**src/rtl/seg7_pkg.sv**
```systemverilog
// Shared definitions for the 7-segment readback path: active-low segment
// patterns (bit0=a .. bit6=g) and the collect/hold state encoding.
package seg7_pkg;

    localparam logic [6:0] SEG_0     = 7'b1000000;
    localparam logic [6:0] SEG_1     = 7'b1111001;
    localparam logic [6:0] SEG_2     = 7'b0100100;
    localparam logic [6:0] SEG_3     = 7'b0110000;
    localparam logic [6:0] SEG_4     = 7'b0011001;
    localparam logic [6:0] SEG_5     = 7'b0010010;
    localparam logic [6:0] SEG_6     = 7'b0000010;
    localparam logic [6:0] SEG_7     = 7'b1111000;
    localparam logic [6:0] SEG_8     = 7'b0000000;
    localparam logic [6:0] SEG_9     = 7'b0010000;
    localparam logic [6:0] SEG_A     = 7'b0001000;
    localparam logic [6:0] SEG_B     = 7'b0000011;
    localparam logic [6:0] SEG_C     = 7'b1000110;
    localparam logic [6:0] SEG_D     = 7'b0100001;
    localparam logic [6:0] SEG_E     = 7'b0000110;
    localparam logic [6:0] SEG_F     = 7'b0001110;
    localparam logic [6:0] SEG_MINUS = 7'b0111111;
    localparam logic [6:0] SEG_BLANK = 7'b1111111;

    typedef enum logic {
        COLLECT = 1'b0,
        HOLD    = 1'b1
    } state_t;

endpackage

```
**src/rtl/seg7_pat_decode.sv**
```systemverilog
// Combinational decode of one active-low segment pattern into a hex nibble,
// a minus-sign indication and an invalid-pattern flag.
module seg7_pat_decode
    import seg7_pkg::*;
(
    input  logic [6:0] pat,
    output logic [3:0] nibble,
    output logic       is_minus,
    output logic       invalid
);

    // Pattern lookup; anything unrecognised decodes as 0 and flags invalid.
    always_comb begin
        nibble   = 4'h0;
        is_minus = 1'b0;
        invalid  = 1'b0;
        case (pat)
            SEG_0:     nibble = 4'h0;
            SEG_1:     nibble = 4'h1;
            SEG_2:     nibble = 4'h2;
            SEG_3:     nibble = 4'h3;
            SEG_4:     nibble = 4'h4;
            SEG_5:     nibble = 4'h5;
            SEG_6:     nibble = 4'h6;
            SEG_7:     nibble = 4'h7;
            SEG_8:     nibble = 4'h8;
            SEG_9:     nibble = 4'h9;
            SEG_A:     nibble = 4'hA;
            SEG_B:     nibble = 4'hB;
            SEG_C:     nibble = 4'hC;
            SEG_D:     nibble = 4'hD;
            SEG_E:     nibble = 4'hE;
            SEG_F:     nibble = 4'hF;
            SEG_MINUS: is_minus = 1'b1;
            SEG_BLANK: nibble = 4'h0;
            default:   invalid = 1'b1;
        endcase
    end

endmodule

```
**src/rtl/seg7_readback.sv**
```systemverilog
// Samples a multiplexed 7-segment bus, filters each digit for stability,
// decodes it and presents the assembled word on a valid/ready handshake.
// Optional decimal-point capture is enabled by defining SEG7_DP_EN.
module seg7_readback
    import seg7_pkg::*;
#(
    parameter int NDIG   = 4,
    parameter int DIG_W  = 2,
    parameter int STABLE = 3
) (
    input  logic              clk,
    input  logic              rst,
    input  logic              seg_valid,
    input  logic [DIG_W-1:0]  seg_dig,
    input  logic [6:0]        seg_in,
`ifdef SEG7_DP_EN
    input  logic              seg_dp,
    output logic [NDIG-1:0]   dp_out,
`endif
    output logic [4*NDIG-1:0] word_out,
    output logic              neg_out,
    output logic              err_out,
    output logic              out_valid,
    input  logic              out_ready
);

    localparam int CW = 4;
`ifdef SEG7_DP_EN
    localparam int PW = 8;
`else
    localparam int PW = 7;
`endif

    state_t            state_r, state_nxt_s;
    logic [PW-1:0]     last_r    [NDIG];
    logic [CW-1:0]     cnt_r     [NDIG];
    logic [CW-1:0]     cnt_nxt_s [NDIG];
    logic [3:0]        nib_r     [NDIG];
    logic [NDIG-1:0]   committed_r, err_r, hit_s, commit_s;
    logic              neg_r, load_s, clear_s;
    logic [PW-1:0]     sample_s;
    logic [31:0]       dig_idx_s;
    logic [4*NDIG-1:0] word_s;
    logic [3:0]        dec_nib_s;
    logic              dec_minus_s, dec_inv_s;
`ifdef SEG7_DP_EN
    logic [NDIG-1:0]   dp_r;
    assign sample_s = {seg_dp, seg_in};
`else
    assign sample_s = seg_in;
`endif
    assign dig_idx_s = 32'(seg_dig);

    seg7_pat_decode u_dec (
        .pat      (seg_in),
        .nibble   (dec_nib_s),
        .is_minus (dec_minus_s),
        .invalid  (dec_inv_s)
    );

    // Per-digit stability count after this sample and the resulting commit decision.
    always_comb begin
        for (int i = 0; i < NDIG; i++) begin
            hit_s[i] = seg_valid && (dig_idx_s == 32'(i));
            if (sample_s == last_r[i]) begin
                if (cnt_r[i] >= CW'(STABLE)) begin
                    cnt_nxt_s[i] = CW'(STABLE);
                end else begin
                    cnt_nxt_s[i] = cnt_r[i] + 4'd1;
                end
            end else begin
                cnt_nxt_s[i] = 4'd1;
            end
            commit_s[i] = hit_s[i] && (cnt_nxt_s[i] >= CW'(STABLE)) &&
                          !committed_r[i] && (state_r == COLLECT);
        end
    end

    // Next-state logic: load the word once every digit is committed, release on handshake.
    always_comb begin
        state_nxt_s = state_r;
        load_s      = 1'b0;
        clear_s     = 1'b0;
        case (state_r)
            COLLECT: begin
                if (&committed_r) begin
                    state_nxt_s = HOLD;
                    load_s      = 1'b1;
                end else begin
                    state_nxt_s = COLLECT;
                end
            end
            HOLD: begin
                if (out_valid && out_ready) begin
                    state_nxt_s = COLLECT;
                    clear_s     = 1'b1;
                end else begin
                    state_nxt_s = HOLD;
                end
            end
            default: state_nxt_s = COLLECT;
        endcase
    end

    // Word assembly, most significant digit in the top nibble.
    always_comb begin
        word_s = {(4*NDIG){1'b0}};
        for (int i = 0; i < NDIG; i++) begin
            word_s[4*i +: 4] = nib_r[i];
        end
    end

    // State register.
    always_ff @(posedge clk) begin
        if (rst) begin
            state_r <= COLLECT;
        end else begin
            state_r <= state_nxt_s;
        end
    end

    // Per-digit tracking and commit; minus on any digit but the top one is an error.
    always_ff @(posedge clk) begin
        if (rst) begin
            for (int i = 0; i < NDIG; i++) begin
                last_r[i] <= {PW{1'b1}};
                cnt_r[i]  <= 4'd0;
                nib_r[i]  <= 4'h0;
            end
            committed_r <= {NDIG{1'b0}};
            err_r       <= {NDIG{1'b0}};
            neg_r       <= 1'b0;
`ifdef SEG7_DP_EN
            dp_r        <= {NDIG{1'b0}};
`endif
        end else begin
            for (int i = 0; i < NDIG; i++) begin
                if (hit_s[i]) begin
                    last_r[i] <= sample_s;
                    cnt_r[i]  <= cnt_nxt_s[i];
                end
                if (commit_s[i]) begin
                    committed_r[i] <= 1'b1;
                    nib_r[i]       <= dec_nib_s;
                    err_r[i]       <= dec_inv_s | (dec_minus_s && (i != NDIG - 1));
`ifdef SEG7_DP_EN
                    dp_r[i]        <= seg_dp;
`endif
                end else if (clear_s) begin
                    committed_r[i] <= 1'b0;
                    err_r[i]       <= 1'b0;
                end
            end
            if (commit_s[NDIG-1]) begin
                neg_r <= dec_minus_s;
            end else if (clear_s) begin
                neg_r <= 1'b0;
            end
        end
    end

    // Registered outputs, frozen while the word is held.
    always_ff @(posedge clk) begin
        if (rst) begin
            word_out  <= {(4*NDIG){1'b0}};
            neg_out   <= 1'b0;
            err_out   <= 1'b0;
            out_valid <= 1'b0;
`ifdef SEG7_DP_EN
            dp_out    <= {NDIG{1'b0}};
`endif
        end else if (load_s) begin
            word_out  <= word_s;
            neg_out   <= neg_r;
            err_out   <= |err_r;
            out_valid <= 1'b1;
`ifdef SEG7_DP_EN
            dp_out    <= dp_r;
`endif
        end else if (clear_s) begin
            out_valid <= 1'b0;
        end
    end

endmodule
```
**config.mk**
```make
export PLATFORM = sky130hd
export DESIGN_NAME = seg7_readback
export DESIGN_NICKNAME = d
export VERILOG_FILES = /design/src/rtl/seg7_pkg.sv /design/src/rtl/seg7_pat_decode.sv /design/src/rtl/seg7_readback.sv
export SDC_FILE = /design/constraint.sdc
export NUM_CORES = 1
export LEC_CHECK = 0
export ABC_AREA = 1
export CORE_ASPECT_RATIO = 0.8
export CORE_MARGIN = 2
export CORE_UTILIZATION = 30
export DETAILED_ROUTE_END_ITERATION = 6
export GPL_ROUTABILITY_DRIVEN = 0
export PLACE_DENSITY = 0.51
export SETUP_SLACK_MARGIN = 0.4
export SLEW_MARGIN = 40
export SYNTH_ARGS = -nofsm -noshare
export SYNTH_HDL_FRONTEND = slang
export SYNTH_SLANG_ARGS = --single-unit
```
**constraint.sdc**
```tcl
create_clock -name clk -period 1.6 [get_ports clk]
set_input_delay 0.24 -clock clk [delete_from_list [all_inputs] [get_ports clk]]
set_output_delay 0.24 -clock clk [all_outputs]
set_load 0.1 [all_outputs]
```
* Yosys cells after proc, flatten, opt, wreduce, memory -nomap -nowiden
Memory sizes are Yosys's and may differ from the RTL's. A register that Yosys moved wholly into a read port is not among the register bits.
Index checks and enable logic that the tools add are counted.
** Word-level totals
- Register bits after elaboration :: 13
- Latch bits :: 0
- Memory bits (writable) :: 60
- Memory bits (read-only) :: 0
- Output and inout bits :: 19
- Memories kept :: 3
** Operators by class
- Add/sub/neg operators :: 4
- Multiply operators :: 0
- Div/mod/pow operators :: 0
- Magnitude comparators :: 8
- Eq/ne operators :: 24
- Shift operators :: 0
- Multiplexer cells :: 66
- Bitwise operators :: 14
- Reductions and logical operators :: 31
** Memories
- last_r :: depth 4, bits a word 7, read ports 4, clocked after memory_dff 0, write ports 4, line seg7_readback.sv:35 : logic [PW-1:0] last_r [NDIG];
- cnt_r :: depth 4, bits a word 4, read ports 4, clocked after memory_dff 0, write ports 4, line seg7_readback.sv:36 : logic [CW-1:0] cnt_r [NDIG];
- nib_r :: depth 4, bits a word 4, read ports 4, clocked after memory_dff 4, write ports 4, line seg7_readback.sv:38 : logic [3:0] nib_r [NDIG];
** Operators with widths (count)
- 4-bit two-way mux :: 16
- 4-bit one-hot mux with 15 select lines :: 1
- 1-bit two-way mux :: 44
- 7-bit equality test (second input constant) :: 5
- 4-bit by 2-bit >= comparator with 1-bit output (second input constant) :: 8
- 32-bit zero test :: 1
- 7-bit by 6-bit equality test with 1-bit output (second input constant) :: 4
- 7-bit equality test :: 4
- 7-bit two-way mux :: 4
- 7-bit by 5-bit equality test with 1-bit output (second input constant) :: 3
- 18-bit OR reduction :: 1
- 1-bit logical AND :: 17
- 4-bit by 1-bit adder with 4-bit output (second input constant) :: 4
- 7-bit by 2-bit equality test with 1-bit output (second input constant) :: 2
- 7-bit by 4-bit equality test with 1-bit output (second input constant) :: 2
- 1-bit OR :: 13
- 2-bit nonzero test :: 5
- 7-bit by 3-bit equality test with 1-bit output (second input constant) :: 1
- 7-bit zero test :: 1
- 2-bit equality test (second input constant) :: 2
- 1-bit zero test :: 4
- 4-bit AND reduction :: 1
- 4-bit OR reduction :: 1
- 2-bit by 1-bit equality test with 1-bit output (second input constant) :: 1
- 2 further kinds :: 2

* Logic depth before layout (Yosys ltp)
An unclocked memory read counts as a cell.
- Depth in word-level cells :: 12
- Mapped depth :: 12
- Depth with buffers taken out :: 11

* Hierarchy
From an unflattened synthesis, not the netlist that was laid out.
** Second synthesis, totals
- Cell total of the unflattened synthesis :: 532
- Area total of the unflattened synthesis :: 4361.7 sq um
** Modules (own cells, without submodules)
- seg7_readback :: instances 1, cells an instance 458, area an instance 4045.1 sq um, seq. area each 2382.3 sq um
- seg7_pat_decode :: instances 1, cells an instance 74, area an instance 316.6 sq um, seq. area each 0.0 sq um

* Worst setup path before layout
Ideal clock, no wire load.
- Path type :: register to register
- Start :: reg out_valid
- End :: reg err_r[0]
- Setup time :: 113 ps
- Arrival time :: 1669 ps
- Setup slack :: -182 ps
- Cell stages (with the launch flop) :: 5
- Path through :: dfxtp_1 -> nand3_1 -> nand2_1 -> nand3b_1 -> nand2_1
** Between the ends
- Word-level cells in the longest chain between the ends :: 4
** Ends and longest elaborated chain
- start: declaration :: line seg7_readback.sv:23 : output logic out_valid,
- start signal: assignment :: line seg7_readback.sv:168 : out_valid <= 1'b0;
- start signal: assignment :: line seg7_readback.sv:176 : out_valid <= 1'b1;
- start signal: assignment :: line seg7_readback.sv:181 : out_valid <= 1'b0;
- 1-bit logical AND :: line seg7_readback.sv:94 : if (out_valid && out_ready) begin
- 1-bit two-way mux :: line seg7_readback.sv:94
- 1-bit two-way mux :: line seg7_readback.sv:84 : case (state_r)
- 2-bit nonzero test (no line)
- end signal: assignment :: line seg7_readback.sv:131 : err_r <= {NDIG{1'b0}};
- end signal: indexed assignment :: line seg7_readback.sv:145 : err_r[i] <= dec_inv_s | (dec_minus_s && (i != NDIG - 1));
- end: declaration :: line seg7_readback.sv:39 : logic [NDIG-1:0] committed_r, err_r, hit_s, commit_s;
No other way between the ends.
A chain may end at the register's enable or synchronous reset.

==> results.md <==
* Die ar. at 15,380 sq um
* Ant diodes at 0
* Syn-to-layout area delta at 45.36%
* DRT iter0 DRCs at approximately 240
* Pwr Total at 5335 uW
* Final #Nets at about 600
* DP HPWL at between 7000 and 8000 um
* CTS Buffer Depth at 2
* Max Clock Freq at a little over 600 MHz
* Layout cells sized above 1 at between 30% and 40%
* Critical path arrival at roughly 1.7 ns
* Fin crit share at 100.9%
* Crit path time final at approximately 1.6 ns
* Cells after Synth at a little under 500
* # clock sinks at between 80 and 90
* Seq/Total Area, Yosys at 55.16%
* Core outline area at about 14,000 sq um
* Placed inst area at roughly 5600 sq um
* Worst-path maximum fanout at 4
* Ys async rst share at 0%
* Layout Skew at slightly above 0.008 ns
* First-pass GRT wire length at ~17,000 um
* Mapped Avg Cell Area at 8.869 sq um
* Clk slew on worst S/H paths at roughly 0.07 ns
* Final Setup Violations at 4
* Initial antenna violation count at 0
* IO buf count at 31
* CTS tree: built
* Worst ir drop on vdd at 0.5016 mV
* # Max-Cap Violations at 0
* Total track usage at between 10% and 20%
* Most frequent cell after synthesis: nand2_1
* Largest net degree at the start of global routing at 20
* CP most frequent cell: nor2_1
* GR Overflow Total at 0
* Synth top area cells: edfxtp_1, dfxtp_1, nand2_1
* WL final at 10,300 um
* CTS root buffer: clkbuf_16
* Failing checks: negative setup slack
* Non-Filler Cell Area, Final at 6279 sq um
* Hold Crit Class: primary input to register
* Leak at 0.002530 uW
* Vias at about 3,400
* Kind of critical path: register to register
* CTS HTree Levels at 3
* Ports at 32
* Commonest cells post-synth: nand2_1, nor2_1, edfxtp_1, inv_1, dfxtp_1
* Die span in y at about 110 um
* Worst flop-to-flop path startpoint: cnt_r[1][0]$_SDFFCE_PN0P_
* Hold path start: rst
* Slew Limit Fails at 0
* Unrepaired setup endpoints after global routing: yes
* Routed wire per std cell at 13.24 um
* Power Density at ~850 nW/um^2
* Number of global-route vias before repair at about 3,400
* Drt pass-1 iters at 4
* Status: complete, but fails checks
* Yosys cell types at 37
* CP max stage delay at about 0.40 ns
* Synth area leader: edfxtp_1
* Vias/cell at ~4.4
* Die X at 138.2 um
* CTS Buf Count at 9
* Worst skew pair latency at 0.35 ns
* WP data required at roughly 1.7 ns
* Final Hold Viols at 0
* Post-route worst setup slack at -0.01462 ns
* Std-Cell Rows at 39
* EDFF count, synth at 60
* Synthesized area at roughly 4300 sq um
* Crit end category: register
* Share of the synthesized area in the top cell type at 41.71%
* Ys flop type: edfxtp_1
* DRT antenna net count at 0
* Origin of the worst setup path: cnt_r[1][0]$_SDFFCE_PN0P_
* Syn. warnings at 0
* Critical-path cell list: ha_2 > nor2_1 > nand2_1 > or2_4 > nand4_1 > buf_6 > nor2_4 > inv_2 > nor2_1
* Critical Path Source Type: register
* Yosys reg bits at 89
* Slowest stage cell, crit path: edfxtp_1
* # DRC at 0
* Initial Util at 30.52%
==> per-stage QoR <==
step	worst slack, ns	hold WS (ns)	util, %	TNS, ns	std cells
5_1_grt	-0.09263	0.3146	44.37	-0.6844	778
6_report	-0.01462	0.2837	44.37	-0.03629	778
3_5_place_dp	-0.5349	0.4729	39.86	-25.90	750
4_1_cts	0.01463	0.2801	43.32	0	775
2_1_floorplan	0.1305	0.4216	-	0	494
3_3_place_gp	-0.5316	0.4662	39.86	-24.99	750
==> where the power goes <==
part	switching [uW]	internal (uW)	total [uW]	leakage [uW]
Clock	991	1100	2090	0.000142
Sequential	50.7	2550	2610	0.000847
Combinational	358	283	640	0.00154
Total	1400	3940	5330	0.00253
==> flip-flops by register name, summed over array words and instances (netlist names) <==
| register | count |
|---|---|
| out_valid | 1 |
| neg_r | 1 |
| state_r | 1 |
| err_r | 4 |
| err_out | 1 |
| committed_r | 4 |
| last_r | 28 |
| cnt_r | 16 |
| nib_r | 16 |
| word_out | 16 |
| neg_out | 1 |
==> cells in the final DEF, fill, tap and decap left out, drive strengths merged <==
master,instances
nand2,132
edfxtp,60
nor3b,1
a31oi,1
inv,50
and2,1
nand3,19
and3,2
clkinvlp,1
nor2,109
a21oi,9
nor3,10
clkinv,1
ha,4
nand3b,2
o21ai,18
nand4,8
nor4,1
xnor2,14
buf,87
clkbuf,9
xor2,2
dfxtp,29
clkdlybuf4s15,1
bufbuf,1
conb,8
or2,2
clkdlybuf4s50,1
dlygate4sd2,10
o31ai,1
==> final timing paths <==
kind	end	slack, ns	depth (start not counted)
hold / removal	state_r$_SDFF_PP0_	0.28	2
hold reg to reg	committed_r[2]$_SDFFE_PP0P_	0.48	2
setup reg to reg	nib_r[1][1]$_SDFFCE_PN0P_	-0.01	9
setup / recovery	nib_r[1][1]$_SDFFCE_PN0P_	-0.01	9
==> kinds of logic (layout without fill, tap and decap cells) <==
logic type / Yosys count / in the layout / synth area share (%)
flops: 89 / 89 / 55.16
xor+xnor: 16 / 16 / 3.245
simple gates: 287 / 287 / 29.81
fa+ha+maj: 4 / 4 / 1.159
buf+inv: 61 / 161 / 7.010
other cells: 1 / 8 / 0.08682
compound gates: 29 / 29 / 3.534
==> cell type report <==
cell class | count | area, sq um
fill | 1383 | 7873
sequential | 89 | 2412
multi-input combinational | 344 | 1972
timing repair buffer | 100 | 1167
tap | 184 | 230.2
clock buffer | 9 | 225.2
inverter | 45 | 201.4
clock inverter | 7 | 70.07
==> layer usage <==
metal,wire [um],track usage [%]
met1,5196,19.60
met2,4582,21.68
met3,417,3.931
met4,102,4.966
met5,0,0
==> worst max-delay path: cells and delay by family (launching register included) <==
| family | cells | cell delay, ns |
|---|---|---|
| AND/OR/NAND/NOR | 6 | 0.60 |
| flip-flops | 1 | 0.40 |
| buffers and inverters | 2 | 0.19 |
| adder cells (fa/ha/maj) | 1 | 0.18 |
==> timing repair <==
item,4_1_cts,5_1_grt
pin swaps,31,20
gates resized for setup,46,49
setup endpoints to repair,138,88
hold buffers,0,0
cloned,1,0
buffers inserted,8,3
Note: power is estimated with default switching activity, not from simulation.
